## config.mk

```make
export PLATFORM = sky130hd
export DESIGN_NAME = handshake_arbiter
export DESIGN_NICKNAME = d
export VERILOG_FILES = /design/src/rtl/handshake_arbiter.sv
export SDC_FILE = /design/constraint.sdc
export NUM_CORES = 1
export LEC_CHECK = 0
export ABC_CLOCK_PERIOD_IN_PS = 4100
export BUFFER_PORTS_ARGS = -buffer_cell sky130_fd_sc_hd__buf_2
export CORE_AREA = 2 2 80 82
export DETAILED_ROUTE_END_ITERATION = 10
export DIE_AREA = 0 0 82 84
export GPL_TIMING_DRIVEN = 0
export MAX_ROUTING_LAYER = met4
export PLACE_DENSITY_LB_ADDON = 0.25
export SYNTH_ARGS = -nofsm -noshare
export SYNTH_HDL_FRONTEND = slang
export SYNTH_SLANG_ARGS = --single-unit
```

## constraint.sdc

```tcl
create_clock -name clk -period 4.1 [get_ports clk]
set_input_delay 0.41 -clock clk [delete_from_list [all_inputs] [get_ports clk]]
set_output_delay 0.41 -clock clk [all_outputs]
set_load 0.1 [all_outputs]
```

## src/rtl/handshake_arbiter.sv

```systemverilog
// handshake_arbiter: round-robin 4-phase req/ack arbiter in front of a single accumulator port
module handshake_arbiter #(
  parameter int N_REQ   = 4,
  parameter int DW      = 8,
  parameter int TIMEOUT = 64,
  parameter int GW      = 2
) (
  input  logic                clk,
  input  logic                rst,
  input  logic [N_REQ-1:0]    req_i,
  input  logic [N_REQ*DW-1:0] data_i,
  output logic [N_REQ-1:0]    ack_o,
  output logic                req_out,
  output logic [DW-1:0]       data_out,
  input  logic                ack_in,
  output logic [GW-1:0]       grant_id,
  output logic                busy,
  output logic                timeout_err,
  output logic [15:0]         txn_cnt
);
  localparam int TW = $clog2(TIMEOUT);
  localparam logic [1:0] S_IDLE = 2'd0;
  localparam logic [1:0] S_REQ  = 2'd1;
  localparam logic [1:0] S_ACK  = 2'd2;
  localparam logic [1:0] S_REL  = 2'd3;
  logic [1:0]    state;
  logic [TW-1:0] timer;
  logic [GW-1:0] pick;
  logic [GW-1:0] idx;
  logic          found;
  always_comb begin
    pick  = grant_id;
    idx   = grant_id;
    found = 1'b0;
    for (int i = 1; i <= N_REQ; i++) begin
      idx = GW'((int'(grant_id) + i) % N_REQ);
      if (!found && req_i[idx]) begin
        found = 1'b1;
        pick  = idx;
      end
    end
  end
  always_ff @(posedge clk) begin
    if (rst) begin
      state       <= S_IDLE;
      ack_o       <= '0;
      req_out     <= 1'b0;
      data_out    <= '0;
      grant_id    <= GW'(N_REQ - 1);
      busy        <= 1'b0;
      timeout_err <= 1'b0;
      txn_cnt     <= '0;
      timer       <= '0;
    end else begin
      case (state)
        S_IDLE: if (found) begin
          grant_id <= pick;
          data_out <= data_i[int'(pick)*DW +: DW];
          req_out  <= 1'b1;
          busy     <= 1'b1;
          timer    <= '0;
          state    <= S_REQ;
        end
        S_REQ: if (ack_in) begin
          ack_o[grant_id] <= 1'b1;
          state           <= S_ACK;
        end else if (timer == TW'(TIMEOUT - 1)) begin
          // grant_id is kept so the aborted requester drops to lowest priority
          req_out     <= 1'b0;
          timeout_err <= 1'b1;
          busy        <= 1'b0;
          state       <= S_IDLE;
        end else begin
          timer <= timer + 1'b1;
        end
        S_ACK: if (!req_i[grant_id]) begin
          req_out <= 1'b0;
          state   <= S_REL;
        end
        S_REL: if (!ack_in) begin
          ack_o   <= '0;
          txn_cnt <= txn_cnt + 16'd1;
          busy    <= 1'b0;
          state   <= S_IDLE;
        end
        default: state <= S_IDLE;
      endcase
    end
  end
endmodule

```

* Yosys cells after proc, flatten, opt, wreduce, memory -nomap -nowiden *
Index checks and enable logic that the tools add are counted.

cells by class
  add/subtract/negate cells = 6
  $mul = 0
  div/mod/pow operators = 0
  order comparisons = 6
  eq/ne operators = 12
  shift operators = 1
  mux-type cells = 40
  bitwise operators = 2
  reductions and logical operators = 20

operators by type and width
  kind                                                                           count
  32-bit by 6-bit variable part select with 8-bit output                         1
  2-bit 2-to-1 mux                                                               9
  6-bit 2-to-1 mux                                                               3
  16-bit by 1-bit adder with 16-bit output (second input constant)               1
  2-bit by 3-bit less-than comparator with 1-bit output (second input constant)  5
  1-bit 2-to-1 mux                                                               15
  2-bit != test (second input constant)                                          7
  6-bit case mux with 2 select lines                                             1
  1-bit binary-select mux with 2-bit select                                      5
  5-bit AND reduction                                                            2
  4-bit 2-to-1 mux                                                               2
  2-bit case mux with 4 select lines                                             1
  4-bit case mux with 2 select lines                                             1
  4-bit AND reduction                                                            2
  6-bit by 1-bit adder with 6-bit output (second input constant)                 1
  6-bit equality test (second input constant)                                    1
  1-bit case mux with 3 select lines                                             2
  3-bit AND reduction                                                            2
  3-bit nonzero test                                                             2
  2-bit by 1-bit adder with 2-bit output (second input constant)                 2
  2-bit adder (second input constant)                                            2
  2-bit equality test (second input constant)                                    2
  1-bit logical AND                                                              4
  4-bit OR                                                                       1
  other kinds (9)                                                                13

word-level totals
  register bits after elaboration = 41
  bits in latches = 0
  RAM bits = 0
  bits in read-only memories = 0
  bits of input ports = 39
  memories kept = 0

* Longest topological paths before layout *
  word-level depth = 15
  depth in mapped cells = 13

* Least setup slack after synthesis *
Ideal clock, no wire load.

  path type = register -> register
  start = register grant_id[0]
  end = register data_out[0]
  setup time = 0.086 ns
  data arrival time = 3.837 ns
  required time = 4.014 ns
  setup slack = 0.177 ns
  stages on the path, launching flop included = 13
  clock period less this slack = 3.923 ns
  path through = dfxtp_1 > inv_1 > clkbuf_1 > clkbuf_1 > ha_1 > buf_4 > mux2i_1 > or2_0 > buf_2 > a221o_1 > a32oi_4 > mux2_2 > a211oi_1

on the way
  word-level cells in the longest chain between the ends = 14

RTL lines
  item                                                                                                  RTL line  source
  start: declaration                                                                                    16        output logic [GW-1:0] grant_id,
  start signal: assignment                                                                              49        grant_id <= GW'(N_REQ - 1);
  start signal: assignment                                                                              57        grant_id <= pick;
  2-bit by 1-bit adder with 2-bit output                                                                36        idx = GW'((int'(grant_id) + i) % N_REQ);
  1-bit binary-select mux with 2-bit select                                                             37        if (!found && req_i[idx]) begin
  1-bit 2-to-1 mux (not written as such)                                                                37
  1-bit 2-to-1 mux                                                                                      37
  1-bit logical NOT                                                                                     37
  1-bit logical AND                                                                                     37
  1-bit 2-to-1 mux                                                                                      37
  1-bit logical NOT                                                                                     37
  1-bit logical AND                                                                                     37
  1-bit 2-to-1 mux                                                                                      37
  1-bit logical NOT                                                                                     37
  1-bit logical AND                                                                                     37
  2-bit 2-to-1 mux / 1-bit 2-to-1 mux (equally long branches)                                           37
  32-bit by 6-bit variable part select with 8-bit output / 2-bit AND reduction (equally long branches)  n/a
  end signal: assignment                                                                                58        data_out <= data_i[int'(pick)*DW +: DW];
  end: declaration                                                                                      14        output logic [DW-1:0] data_out,

Several ways; a longest one is shown, not always the timed one. The select of a mux whose other input is x is not followed.
A chain may end at the register's enable or synchronous reset.

* Final worst setup path *
  start = register grant_id[0]
  end = register data_out[3]

The elaborated chain is that of the path after synthesis.

==> metrics <==
Synth async-reset ratio=0; met3 Track Usage GR=0.0379; Slew HR=0.523; Routed wire per std cell=14.3 um; H-Tree Depth=2; GRT Overall Usage=0.221; Mapped Area=2780 sq um; global-route wire length before repair=12000 um; Synth Flop Type=dfxtp_1; largest fanout on the critical path=11; Initial Util=0.456; worst path cell trace=inv_1, clkbuf_1, clkbuf_2, ha_1, buf_4, mux2i_1, mux2i_1, a221o_1, a32oi_4, mux2_2, a211oi_1; TritonCTS Sinks=41; routability congestion estimate=0.905; hold_buf cts=0; Rows=29; FF+latch count, synth=41; Synth cell types=43; Fmax=0.260 GHz; worst path arrival time=4050 ps; syn nets=405; layout cell share with drive strength beyond 1=0.241; Synth-to-Final Area Change=19.2%; multi-input logic area=1760 sq um; vias per cell=5.61; Worst Path Required=4300 ps; Routed Antenna Nets=0; Pwr per Cell Area=690 nW/um^2; total wire length=7280 um; clock skew=7.37 ps; MaxCap Viol Count=0; slowest stage delay, CP=400 ps; Iter 0 DRT Violations=116; R2R Setup Slk=250 ps; synth cell count leaders=62 x nor2_1, 41 x dfxtp_1, 24 x nand3_1, 23 x inv_1, 21 x a21oi_1; post_cts resized=0; P_leak=0.00147 uW; global-route layer with the greatest usage=met2; top post-synthesis cells by area=dfxtp_1 29%, nor2_1 8.4%, a32oi_1 5.4%; final hold violations=0; I/O Pins=72; count leader, synth=nor2_1; Post-Syn Instances=355; clock root buffer=clkbuf_8; unrepaired setup endpoints after global routing=no; CP most frequent cell=mux2i_1; placed wire-length estimate=5380 um; die width=82 um; Nets=482; TritonCTS buffer count=5; Clock Tree Buf Depth=2; initial antenna violation count=0; Peak VDD IR=0.000552 V; Fin Setup TNS=0 ps; CP startpoint kind=register; crit path kind=register to register; M2 GR Usage=0.336; Final min period=3850 ps; number of synthesized flops with an enable pin=0; Post-Syn Area per Cell=7.84 sq um; Yosys warning count=0; max-slew violations=0; Worst Setup End Kind=register; total iterations of the first detailed-routing run=5; met1 Use GR=0.310; core box area=6100 sq um; Post-CTS Setup Bufs=0; remaining routing DRC violations=0; CTS clk-pin slew, worst paths=80 ps; cell taking the most area after synthesis=dfxtp_1; combined flip-flop and latch cell area=821 sq um; outcome=completed; Slew @ Worst Pin=710 ps; I/O Buffers=70; Synth top area share=0.295; Pwr Total=2290 uW; clk_lat worst skew=290 ps; register area share after synthesis=0.295; final setup vio count=0; crit path max-delay cell type=dfxtp_1; die height=84 um; routed via count=2854; largest net degree at the start of global routing=12; Antenna Diode Count=0; crit share post-route=0.940; Die Footprint=6890 sq um; Filler cells=612; vias in the first global route=2630; total gr overflow=0; TritonCTS clock tree=built; Hold WC Path Type=register to register
==> report_power, final <==
part           total, uW  switching, uW  internal, uW
sequential           517           54.4           462
clock                268            135           134
combinational       1510           1030           477
==> layer usage <==
layer / up-vias / part of all wire
li1: 1425 / -
met1: 1332 / 0.48
met2: 89 / 0.46
met3: 8 / 0.051
met4: 0 / 0.0065
met5: - / 0
==> final timing paths <==
path	start	cells after the start	end
max	grant_id[0]	11	data_out[3]
max reg2reg	grant_id[0]	11	data_out[3]
min	timeout_err	2	timeout_err
min reg2reg	timeout_err	2	timeout_err
==> sequential cells by signal (all words and copies together) (netlist names), named ones only <==
register	flops
req_out	1
grant_id	2
timer	6
timeout_err	1
data_out	8
busy	1
ack_o	4
txn_cnt	16
state	1
==> placed cells by master (no fill, tap or decap), drive strengths merged, types with 15 or more instances in the layout <==
master,count
xor2,15
nand3,24
inv,23
buf,80
nand2,18
o221ai,17
nor2,62
clkbuf,22
a21oi,21
dfxtp,41
a32oi,18
==> cells by family (layout without fill, tap and decap cells) <==
| logic type | Yosys count | count (layout) | synth area share |
|---|---|---|---|
| buffers and inverters | 48 | 125 | 0.0710 |
| AND/OR/NAND/NOR | 134 | 134 | 0.219 |
| adder cells (fa/ha/maj) | 11 | 11 | 0.0495 |
| flip-flops | 41 | 41 | 0.295 |
| AO/OA/AOI/OAI | 84 | 84 | 0.229 |
| XOR/XNOR | 18 | 18 | 0.0567 |
| multiplexers | 19 | 19 | 0.0791 |
==> through the flow <==
stage / util / hold WS, ps / instances / worst slack [ps] / cell area [sq um]
5_1_grt: 0.544 / 522 / 509 / 23.0 / 3320
3_5_place_dp: 0.530 / 479 / 502 / 163 / 3230
6_report: 0.544 / 494 / 509 / 248 / 3320
4_1_cts: 0.544 / 495 / 509 / 124 / 3320
2_1_floorplan: - / 459 / 355 / 177 / 2780
3_3_place_gp: 0.530 / 470 / 502 / 176 / 3230
==> area by class of cell <==
class | instances | area share
repair buffers | 70 | 0.106
clock buffers | 7 | 0.0260
well taps | 77 | 0.0290
inverters | 23 | 0.0260
multi-input cells | 266 | 0.532
flip-flops and latches | 41 | 0.247
plain buffers | 25 | 0.0339
==> worst max-delay path, delay by kind of cell (launching register included) <==
family,cells,cell delay (ps)
buffers and inverters,4,1100
AOI/OAI and AO/OA,3,990
DFF,1,400
adders and majority gates,1,280
muxes,3,970
Power figures use the tool's default switching activity.
